<file path="src/rtl/serial_subtractor.sv">
// Bit-serial unsigned subtractor (diff = a - b), LSB first, valid/ready on both sides.
// Optional SUB_SIGNED_OVF_EN adds the ovf output (two's-complement overflow of the op).
module serial_subtractor #(
    parameter int unsigned WIDTH = 4
) (
    input  logic             clk,
    input  logic             rst,
    input  logic             in_valid,
    output logic             in_ready,
    input  logic [WIDTH-1:0] a,
    input  logic [WIDTH-1:0] b,
    output logic             out_valid,
    input  logic             out_ready,
    output logic [WIDTH-1:0] diff,
    output logic             bout
`ifdef SUB_SIGNED_OVF_EN
    ,
    output logic             ovf
`endif
);

    localparam int unsigned CNT_W = (WIDTH > 1) ? $clog2(WIDTH) : 1;

    typedef enum logic [1:0] {
        IDLE  = 2'd0,
        SHIFT = 2'd1,
        DONE  = 2'd2
    } state_e;

    state_e             state_q, state_d;
    logic [WIDTH-1:0]   a_sh_q, a_sh_d;
    logic [WIDTH-1:0]   b_sh_q, b_sh_d;
    logic [WIDTH-1:0]   res_sh_q, res_sh_d;
    logic [CNT_W-1:0]   cnt_q, cnt_d;
    logic               br_q, br_d;
    logic               in_ready_q, in_ready_d;
    logic               out_valid_q, out_valid_d;
    logic [WIDTH-1:0]   diff_q, diff_d;
    logic               bout_q, bout_d;
`ifdef SUB_SIGNED_OVF_EN
    logic               ovf_q, ovf_d;
`endif

    logic a0, b0, d_bit, br_next;

    // One full-subtractor bit slice; the borrow ripples through br_q across cycles.
    always_comb begin
        a0      = a_sh_q[0];
        b0      = b_sh_q[0];
        d_bit   = a0 ^ b0 ^ br_q;
        br_next = (~a0 & b0) | (~(a0 ^ b0) & br_q);
    end

    always_comb begin
        state_d     = state_q;
        a_sh_d      = a_sh_q;
        b_sh_d      = b_sh_q;
        res_sh_d    = res_sh_q;
        cnt_d       = cnt_q;
        br_d        = br_q;
        in_ready_d  = in_ready_q;
        out_valid_d = out_valid_q;
        diff_d      = diff_q;
        bout_d      = bout_q;
`ifdef SUB_SIGNED_OVF_EN
        ovf_d       = ovf_q;
`endif
        case (state_q)
            IDLE: begin
                if (in_valid && in_ready_q) begin
                    a_sh_d     = a;
                    b_sh_d     = b;
                    res_sh_d   = '0;
                    br_d       = 1'b0;
                    cnt_d      = '0;
                    in_ready_d = 1'b0;
                    state_d    = SHIFT;
                end
            end
            SHIFT: begin
                a_sh_d   = a_sh_q >> 1;
                b_sh_d   = b_sh_q >> 1;
                res_sh_d = {d_bit, res_sh_q[WIDTH-1:1]};
                br_d     = br_next;
                cnt_d    = cnt_q + CNT_W'(1);
                // Visible result only updates on the final bit, so diff never shows a partial value.
                if (cnt_q == CNT_W'(WIDTH - 1)) begin
                    diff_d      = {d_bit, res_sh_q[WIDTH-1:1]};
                    bout_d      = br_next;
                    out_valid_d = 1'b1;
                    state_d     = DONE;
`ifdef SUB_SIGNED_OVF_EN
                    // On the last slice a0/b0 are the operand sign bits and d_bit the result sign.
                    ovf_d       = (a0 != b0) && (d_bit != a0);
`endif
                end
            end
            DONE: begin
                if (out_ready) begin
                    out_valid_d = 1'b0;
                    in_ready_d  = 1'b1;
                    state_d     = IDLE;
                end
            end
            default: begin
                out_valid_d = 1'b0;
                in_ready_d  = 1'b1;
                state_d     = IDLE;
            end
        endcase
    end

    always_ff @(posedge clk) begin
        if (rst) begin
            state_q     <= IDLE;
            a_sh_q      <= '0;
            b_sh_q      <= '0;
            res_sh_q    <= '0;
            cnt_q       <= '0;
            br_q        <= 1'b0;
            in_ready_q  <= 1'b1;
            out_valid_q <= 1'b0;
            diff_q      <= '0;
            bout_q      <= 1'b0;
`ifdef SUB_SIGNED_OVF_EN
            ovf_q       <= 1'b0;
`endif
        end else begin
            state_q     <= state_d;
            a_sh_q      <= a_sh_d;
            b_sh_q      <= b_sh_d;
            res_sh_q    <= res_sh_d;
            cnt_q       <= cnt_d;
            br_q        <= br_d;
            in_ready_q  <= in_ready_d;
            out_valid_q <= out_valid_d;
            diff_q      <= diff_d;
            bout_q      <= bout_d;
`ifdef SUB_SIGNED_OVF_EN
            ovf_q       <= ovf_d;
`endif
        end
    end

    assign in_ready  = in_ready_q;
    assign out_valid = out_valid_q;
    assign diff      = diff_q;
    assign bout      = bout_q;
`ifdef SUB_SIGNED_OVF_EN
    assign ovf       = ovf_q;
`endif

endmodule

</file>
<file path="config.mk">
export PLATFORM = sky130hd
export DESIGN_NAME = serial_subtractor
export DESIGN_NICKNAME = d
export VERILOG_FILES = /design/src/rtl/serial_subtractor.sv
export SDC_FILE = /design/constraint.sdc
export NUM_CORES = 1
export LEC_CHECK = 0
export ABC_AREA = 0
export BUFFER_PORTS_ARGS = -buffer_cell sky130_fd_sc_hd__buf_2
export CORE_UTILIZATION = 53
export DETAILED_ROUTE_END_ITERATION = 10
export PLACE_DENSITY = 0.77
export SLEW_MARGIN = 20
export SYNTH_ARGS = -nofsm -noshare
export SYNTH_HDL_FRONTEND = slang
export SYNTH_SLANG_ARGS = --single-unit
export TNS_END_PERCENT = 5
</file>
<file path="constraint.sdc">
create_clock -name clk -period 1.7 [get_ports clk]
set_input_delay 0.085 -clock clk [delete_from_list [all_inputs] [get_ports clk]]
set_output_delay 0.085 -clock clk [all_outputs]
set_load 0.03 [all_outputs]
</file>
# --- Word level (Yosys, flattened, before mapping) ---
# Cells that the tools add are included.
op_classes:
  muxes: 19
  add_sub_neg: 1
  eq_ne: 6
  reduce_logical: 8
  bitwise: 9
op_table:
  columns: ["cell", "n"]
  rows:
  - ["one-hot mux 4 bit (2 select lines)", 3]
  - ["two-way mux 4 bit", 3]
  - ["AND reduction 3 bit", 3]
  - ["two-way mux 2 bit", 4]
  - ["!= test 2 bit (second input constant)", 3]
  - ["one-hot mux 1 bit (3 select lines)", 2]
  - ["one-hot mux 2 bit (3 select lines)", 1]
  - ["equality test 2 bit (second input constant)", 2]
  - ["two-way mux 1 bit", 4]
  - ["NOT 1 bit", 4]
  - ["one-hot mux 2 bit (2 select lines)", 1]
  - ["AND reduction 2 bit", 2]
  - ["adder 2 x 1 -> 2 bit (second input constant)", 1]
  - ["bitwise AND 1 bit", 2]
  - ["equality test 2 x 1 -> 1 bit (second input constant)", 1]
  - ["logical NOT 2 bit", 1]
  - ["one-hot mux 1 bit (2 select lines)", 1]
  - ["nonzero test 2 bit", 1]
  - ["XOR 1 bit", 2]
  - ["logical AND 1 bit", 1]
  - ["OR 1 bit", 1]
word_totals:
  elab_cells: 53
  ff_bits: 24
  input_bits: 12

# --- Depth between registers and ports, before layout ---
# Gate-level depths: netlist (run 1).
depth:
  depth_word: 5
  mapped_depth: 5

# --- Worst setup path before layout (run 1) ---
# No wires, ideal clock.
synth_timing:
  path_kind: "register to register"
  startpoint: "register state_q[1]"
  endpoint: "register a_sh_q[0]"
  synth_period_minus_slack_ps: 1339
  required_time_ps: 1578
  n_path_buf: 2
  stages_incl_launch_ff: 6
  arrival_ps: 1217
  path_slack_ps: 361
  setup_ps: 122
  path_cell_list: "dfxtp_1 -> buf_6 -> nand2b_4 -> buf_6 -> mux2_4 -> o311a_1"
synth_via:
  elab_chain_len: 3
synth_rtl:
  columns: ["element", "line_no", "text"]
  rows:
  - ["from (decl)", "30", "state_e state_q, state_d;"]
  - ["from (signal assigned)", "129", "state_q <= state_d;"]
  - ["equality test 2 x 1 -> 1 bit or logical NOT 2 bit (tied branches)", "68", "case (state_q)"]
  - ["nonzero test 2 bit (no source line) or != test 2 bit (tied branches)", null, null]
  - ["AND reduction 2 bit (no source line)", null, null]
  - ["to (signal assigned)", "130", "a_sh_q <= a_sh_d;"]
  - ["to (decl)", "31", "logic [WIDTH-1:0] a_sh_q, a_sh_d;"]
# Parallel ways exist; a longest one is shown, timed or not.
# A chain may end at the register's enable or synchronous reset.

# --- Worst setup path in the final report (run 1) ---
layout_timing:
  startpoint: "register state_q[0]"
  endpoint: "register diff_q[0], in the netlist diff[0]"
layout_via:
  elab_chain_len: 2
layout_rtl:
  columns: ["element", "line_no", "text"]
  rows:
  - ["equality test 2 x 1 -> 1 bit", "68", null]
  - ["AND reduction 2 bit (no source line)", null, null]
  - ["to (signal assigned)", "137", "diff_q <= diff_d;"]
  - ["to (decl)", "38", "logic [WIDTH-1:0] diff_q, diff_d;"]
# Every way passes these cells.

==> results of run 1 <==
==> layer usage <==
| layer | vias to the layer above | global-route usage, % | share of wire (%) |
|---|---|---|---|
| li1 | 436 | - | - |
| met1 | 398 | 26.90 | 47 |
| met2 | 21 | 35.00 | 48 |
| met3 | 4 | 2.353 | 3.2 |
| met4 | 0 | 12.00 | 2.1 |
| met5 | - | 0 | 0 |
==> worst max-delay path by stage <==
stage                from   endpoint  slack (ps)  cells past startpoint
2_1_floorplan  state_q[1]  a_sh_q[0]         360                      5
3_3_place_gp   state_q[0]    diff[0]         310                      4
3_5_place_dp   state_q[0]    diff[0]         260                      4
4_1_cts        state_q[0]    diff[0]         230                      4
5_1_grt        state_q[0]    diff[1]         100                      4
6_report       state_q[0]    diff[0]         220                      4
==> where the power goes <==
part	internal, mW	total [mW]	switching (mW)
Combinational	0.0899	0.172	0.0820
Clock	0.0880	0.253	0.165
Sequential	0.569	0.591	0.0222
Total	0.747	1.02	0.269
==> cells by family after synthesis <==
group | synth area share [%]
AO/OA/AOI/OAI | 23.70
AND/OR/NAND/NOR | 13.15
adder cells (fa/ha/maj) | 3.080
multiplexers | 9.597
flip-flops | 43.60
buffers and inverters | 6.872
==> cells in the final DEF, fill, tap and decap left out, types with 2 or more instances in the layout <==
cell / count
dfxtp_1: 23
buf_2: 18
a21oi_1: 17
nand2_1: 12
o21ai_0: 10
mux2_4: 6
o311a_1: 6
o21bai_1: 5
nand3_1: 4
buf_4: 4
inv_1: 3
nand2b_1: 3
clkbuf_4: 3
nor3_1: 2
nor2_1: 2
dlygate4sd3_1: 2
==> final cells by class <==
type,instances,share of cell area [%]
well taps,25,2.621
inverters,3,0.9434
clock inverters,1,0.4193
multi-input cells,76,43.82
clock buffers,3,1.887
repair buffers,24,11.74
flip-flops and latches,23,38.57
==> sequential cells by signal, summed over array words and instances, names as in the netlist <==
signal / flops
a_sh_q: 4
b_sh_q: 4
diff: 4
res_sh_q: 3
cnt_q: 2
state_q: 2
bout: 1
br_q: 1
in_ready: 1
out_valid: 1
==> cells in the mapped netlist <==
cell type   n  area [um^2]
mux2_4      6        90.09
dfxtp_1    23        460.4
nor2b_1     1        6.260
nor2_1      2        7.510
a21oi_1    17        85.08
nand2b_4    1        13.76
nand2_1    12        45.04
nand2b_1    3        18.77
nor4bb_1    1        10.01
nand3_1     4        20.02
mux2_2      1        11.26
a2bb2oi_1   1        8.760
ha_1        1        12.51
o21ai_0    10        50.05
o21bai_1    5        37.54
fa_1        1        20.02
o311a_1     6        60.06
buf_2       1        5.000
nand3b_1    1        7.510
nor3_1      2        10.01
buf_6       2        22.52
clkbuf_1    7        26.28
buf_4       1        7.510
a311oi_1    1        8.760
inv_1       3        11.26
==> critical path, stage by stage, from the launching register on <==
cell	delay [ps]
dfxtp_1	550
nor2b_1	440
buf_4	230
nand3_1	80
a21oi_1	130
==> repair_timing <==
action | 4_1_cts | 5_1_grt
hold endpoints to repair | 2 | 0
resized for setup | 0 | 0
hold buffers | 2 | 0
==> reports/qor.csv, run 1 <==
metric,value,unit
status,completed,
vias in the first global route,714,
CTS max path bufs,2,
Worst VDD drop,0.5265,mV
# IOs,19,
worst hold path type,in -> reg,
via count,859,
Worst-path clk slew,130,ps
PortBufs,18,
Remaining DRCs,0,
#FFs+latches synth,23,
post-layout util,66.25,%
vias per inst,5.542,
Total GRT Usage,21.37,%
final antenna-violating net count,0,
# H-tree levels,1,
Mapped Area,0.001056,mm^2
P&R area growth vs syn,13.03,%
Post CTS Setup Buffer Count,0,
final net count,145,
Final setup viols,0,
Pleak,0.5074,nW
Final Hold Slack,42.73,ps
FF-to-FF path depth,4,
Crit Path Max Fanout,10,
fin. max-slew vios,0,
skew final,8.597,ps
unrepaired setup endpoints after global routing,no,
Die ar.,0.002175,mm^2
Setup CP Type,reg -> reg,
wire length of the first global-routing pass,3167,um
global placer's final weighted congestion,0.7507,
Critical Path AT,1740,ps
Synth cell types,25,
final period utilization,87.09,%
setup_tns,0,ps
Final min period,1481,ps
grt ovf,0,
Hold Path Cell Cnt,4,
fill cell total of the finished layout,150,
DR iter-0 viols,14,
Avg WL per Cell,13.38,um
Mapped Nets,127,
sequential cell area,460.4,um^2
n_diodes,0,
placed cell count,149,
power per standard cell area,851.3,mW/mm^2
Worst setup EP type,flop,
CTS Buf Count,3,
FF-to-FF End,diff[0],
max-cap viol count,0,
Die X,46.64,um
Pre-antenna DRT Iters,4,
Fin. Hold Viols,0,
Slew HR,71.05,%
initial antenna violation count,0,
Synth Instances,113,
Yosys Warn Count,0,
clock latency at the later pin of the worst-skew pair,310,ps
DP HPWL,1381,um
CTS sink cnt,23,
fin area,0.001194,mm^2
CTS tree,done,
Post-Layout Cell Count,155,
hold_sp,out_ready,
Routed WL,2074,um
worst path required time,1960,ps
Die H,46.64,um
Tightest Pin Transition,428.3,ps
Initial Util,58.61,%
Final WS setup,219.5,ps
pre-CTS WS,264.1,ps
largest net degree at the start of global routing,21,
Clock Root Buffer,clkbuf_4,
Core Footprint,0.001802,mm^2
fmax,675.4,MHz
"Avg Cell Area, Syn",9.345,um^2
row count,15,
sequential area share after synthesis,43.60,%
layout cells sized above 1,26.15,%
Multi-input gate area,523.0,um^2
Power Total,1.016,mW
startpoint types,flop,
Min-Delay Endpoint,state_q[1],
Placed Area,0.001146,mm^2
FF-to-FF setup slack,220,ps
reg-to-reg startpoint,state_q[0],
(Power assumes the default switching activity.)
==> inputs of run 2 (changes only) <==
- CORE_UTILIZATION: 53 -> 55
- CTS_BUF_LIST: not set -> sky130_fd_sc_hd__clkbuf_4 sky130_fd_sc_hd__clkbuf_8
- PLACE_DENSITY: 0.77 -> 0.8
==> reports/qor.csv, run 2 (synthesis results as in run 1) <==
metric,value,unit,change
status,completed,,unchanged
fin. max-slew vios,0,,unchanged
Worst setup EP type,flop,,unchanged
Die ar.,0.002099,mm^2,was 0.002175 mm^2
CTS Buf Count,3,,unchanged
unrepaired setup endpoints after global routing,no,,unchanged
clock latency at the later pin of the worst-skew pair,300,ps,was 310 ps
cell chain of the critical path,"nand2b_4, mux2_4, o311a_1",,"was nor2b_1, buf_4, nand3_1, a21oi_1"
P&R area growth vs syn,11.14,%,was 13.03%
Routed WL,1897,um,was 2074 um
Buf/Inv on CP,0,,was 1
PortBufs,18,,unchanged
worst hold path type,in -> reg,,unchanged
Power Total,1.000,mW,was 1.016 mW
most frequent cells in the layout,"dfxtp_1 (23), buf_2 (18), a21oi_1 (17), nand2_1 (12), o21ai_0 (10)",,unchanged
Core Footprint,0.001764,mm^2,was 0.001802 mm^2
Crit Path Max Fanout,10,,unchanged
DR top layer,met3,,was met4
# IOs,19,,unchanged
largest net degree at the start of global routing,21,,unchanged
Final min period,1424,ps,was 1481 ps
via count,835,,was 859
Final setup viols,0,,unchanged
grt ovf,0,,unchanged
skew final,8.348,ps,was 8.597 ps
Pleak,0.4990,nW,was 0.5074 nW
Comb pwr share,16.6,%,was 16.9%
sw frac,25.77,%,was 26.52%
power per standard cell area,852.3,mW/mm^2,was 851.3 mW/mm^2
met2 WL,976,um,was 987 um
startpoint types,flop,,unchanged
"CP delay by family, top",flip-flops,,unchanged
DP HPWL,1372,um,was 1381 um
Multi-input gate area,523.0,um^2,unchanged
Die X,45.82,um,was 46.64 um
Clk pwr share,24.3,%,was 24.9%
Setup CP Type,reg -> reg,,unchanged
"slowest stage cell, crit path",dfxtp_1,,unchanged
post-CTS resize count,0,,unchanged
sequential cell area,460.4,um^2,unchanged
final antenna-violating net count,0,,unchanged
Clock Root Buffer,clkbuf_4,,unchanged
worst path required time,1900,ps,was 1960 ps
hold_buf cts,0,,was 2
Initial Util,59.86,%,was 58.61%
"commonest non-fill, non-tap cell in the layout",dfxtp_1,,unchanged
Avg WL per Cell,12.40,um,was 13.38 um
wire length of the first global-routing pass,3070,um,was 3167 um
vias in the first global route,723,,was 714
Critical Path AT,1620,ps,was 1740 ps
row count,15,,unchanged
Tightest Pin Transition,368.2,ps,was 428.3 ps
max-cap viol count,0,,unchanged
setup_tns,0,ps,unchanged
DR iter-0 viols,7,,was 14
CTS max path bufs,2,,unchanged
fmax,702.4,MHz,was 675.4 MHz
Post CTS Setup Buffer Count,0,,unchanged
met1 wire length,861,um,was 976 um
routed wl met3,59,um,was 66 um
CTS tree,done,,unchanged
Pre-antenna DRT Iters,4,,unchanged
vias per inst,5.458,,was 5.542
Slew HR,75.42,%,was 71.05%
final net count,143,,was 145
Fin. Hold Viols,0,,unchanged
CTS sink cnt,23,,unchanged
Remaining DRCs,0,,unchanged
Worst-path clk slew,130,ps,about the same
P_int,742.5,uW,was 746.7 uW
"slowest stage delay, CP",560,ps,was 550 ps
layout cells sized above 1,26.56,%,was 26.15%
fill cell total of the finished layout,165,,was 150
Die H,45.82,um,was 46.64 um
final period utilization,83.75,%,was 87.09%
# H-tree levels,1,,unchanged
Total GRT Usage,20.05,%,was 21.37%
Worst VDD drop,0.5766,mV,was 0.5265 mV
Final Hold Slack,30.40,ps,was 42.73 ps
Flop pwr share,59.1,%,was 58.2%
Net Sw Power,257.8,uW,was 269.5 uW
initial antenna violation count,0,,unchanged
global placer's final weighted congestion,0.7316,,was 0.7507
n_diodes,0,,unchanged
run 2: cell types whose count changed in the layout (fill, tap and decap cells not counted):
cell / change
dlygate4sd3_1: -2
run 2: power groups by stage:
stage | clock network [mW] | registers (mW) | logic (mW)
global placement | 0 | 0.600 | 0.161
global route | 0.271 | 0.595 | 0.183
finish | 0.243 | 0.591 | 0.166
CTS | 0.251 | 0.591 | 0.167
detailed placement | 0 | 0.603 | 0.167
floorplan | 0 | 0.598 | 0.135
run 2: per-stage QoR:
| step | util, % | cells | setup WS, ps | cell area (um^2) |
|---|---|---|---|---|
| after floorplan | - | 113 | 361.1 | 1056 |
| after global placement | 64.96 | 149 | 345.6 | 1146 |
| after detailed placement | 64.96 | 149 | 322.7 | 1146 |
| after CTS | 66.52 | 153 | 294.3 | 1174 |
| after global routing | 66.52 | 153 | 239.0 | 1174 |
| final | 66.52 | 153 | 276.3 | 1174 |
run 2: layer usage:
| metal | track usage [%] | up-vias |
|---|---|---|
| li1 | - | 430 |
| met1 | 25.12 | 389 |
| met2 | 36.00 | 16 |
| met3 | 3.571 | 0 |
| met4 | 3.529 | 0 |
| met5 | 0 | - |
run 2: worst reg2reg max path, stage by stage (launching register included):
cell	delay [ps]
dfxtp_1	560
nand2b_4	160
mux2_4	320
o311a_1	280
run 2: final cells by class:
cell class	instances	area share [%]
clock buffer	3	1.919
clock inverter	1	0.4264
inverter	3	0.9595
multi-input combinational	76	44.56
sequential	23	39.23
tap	25	2.665
timing repair buffer	22	10.23
run 2: final timing paths:
| check | from | to | slack [ps] | cells after the start |
|---|---|---|---|---|
| min reg2reg | diff[1] | diff[1] | 460 | 2 |
| max reg2reg | state_q[0] | a_sh_q[1] | 280 | 3 |
| min | a[3] | a_sh_q[3] | 30 | 3 |
| max | state_q[0] | a_sh_q[1] | 280 | 3 |
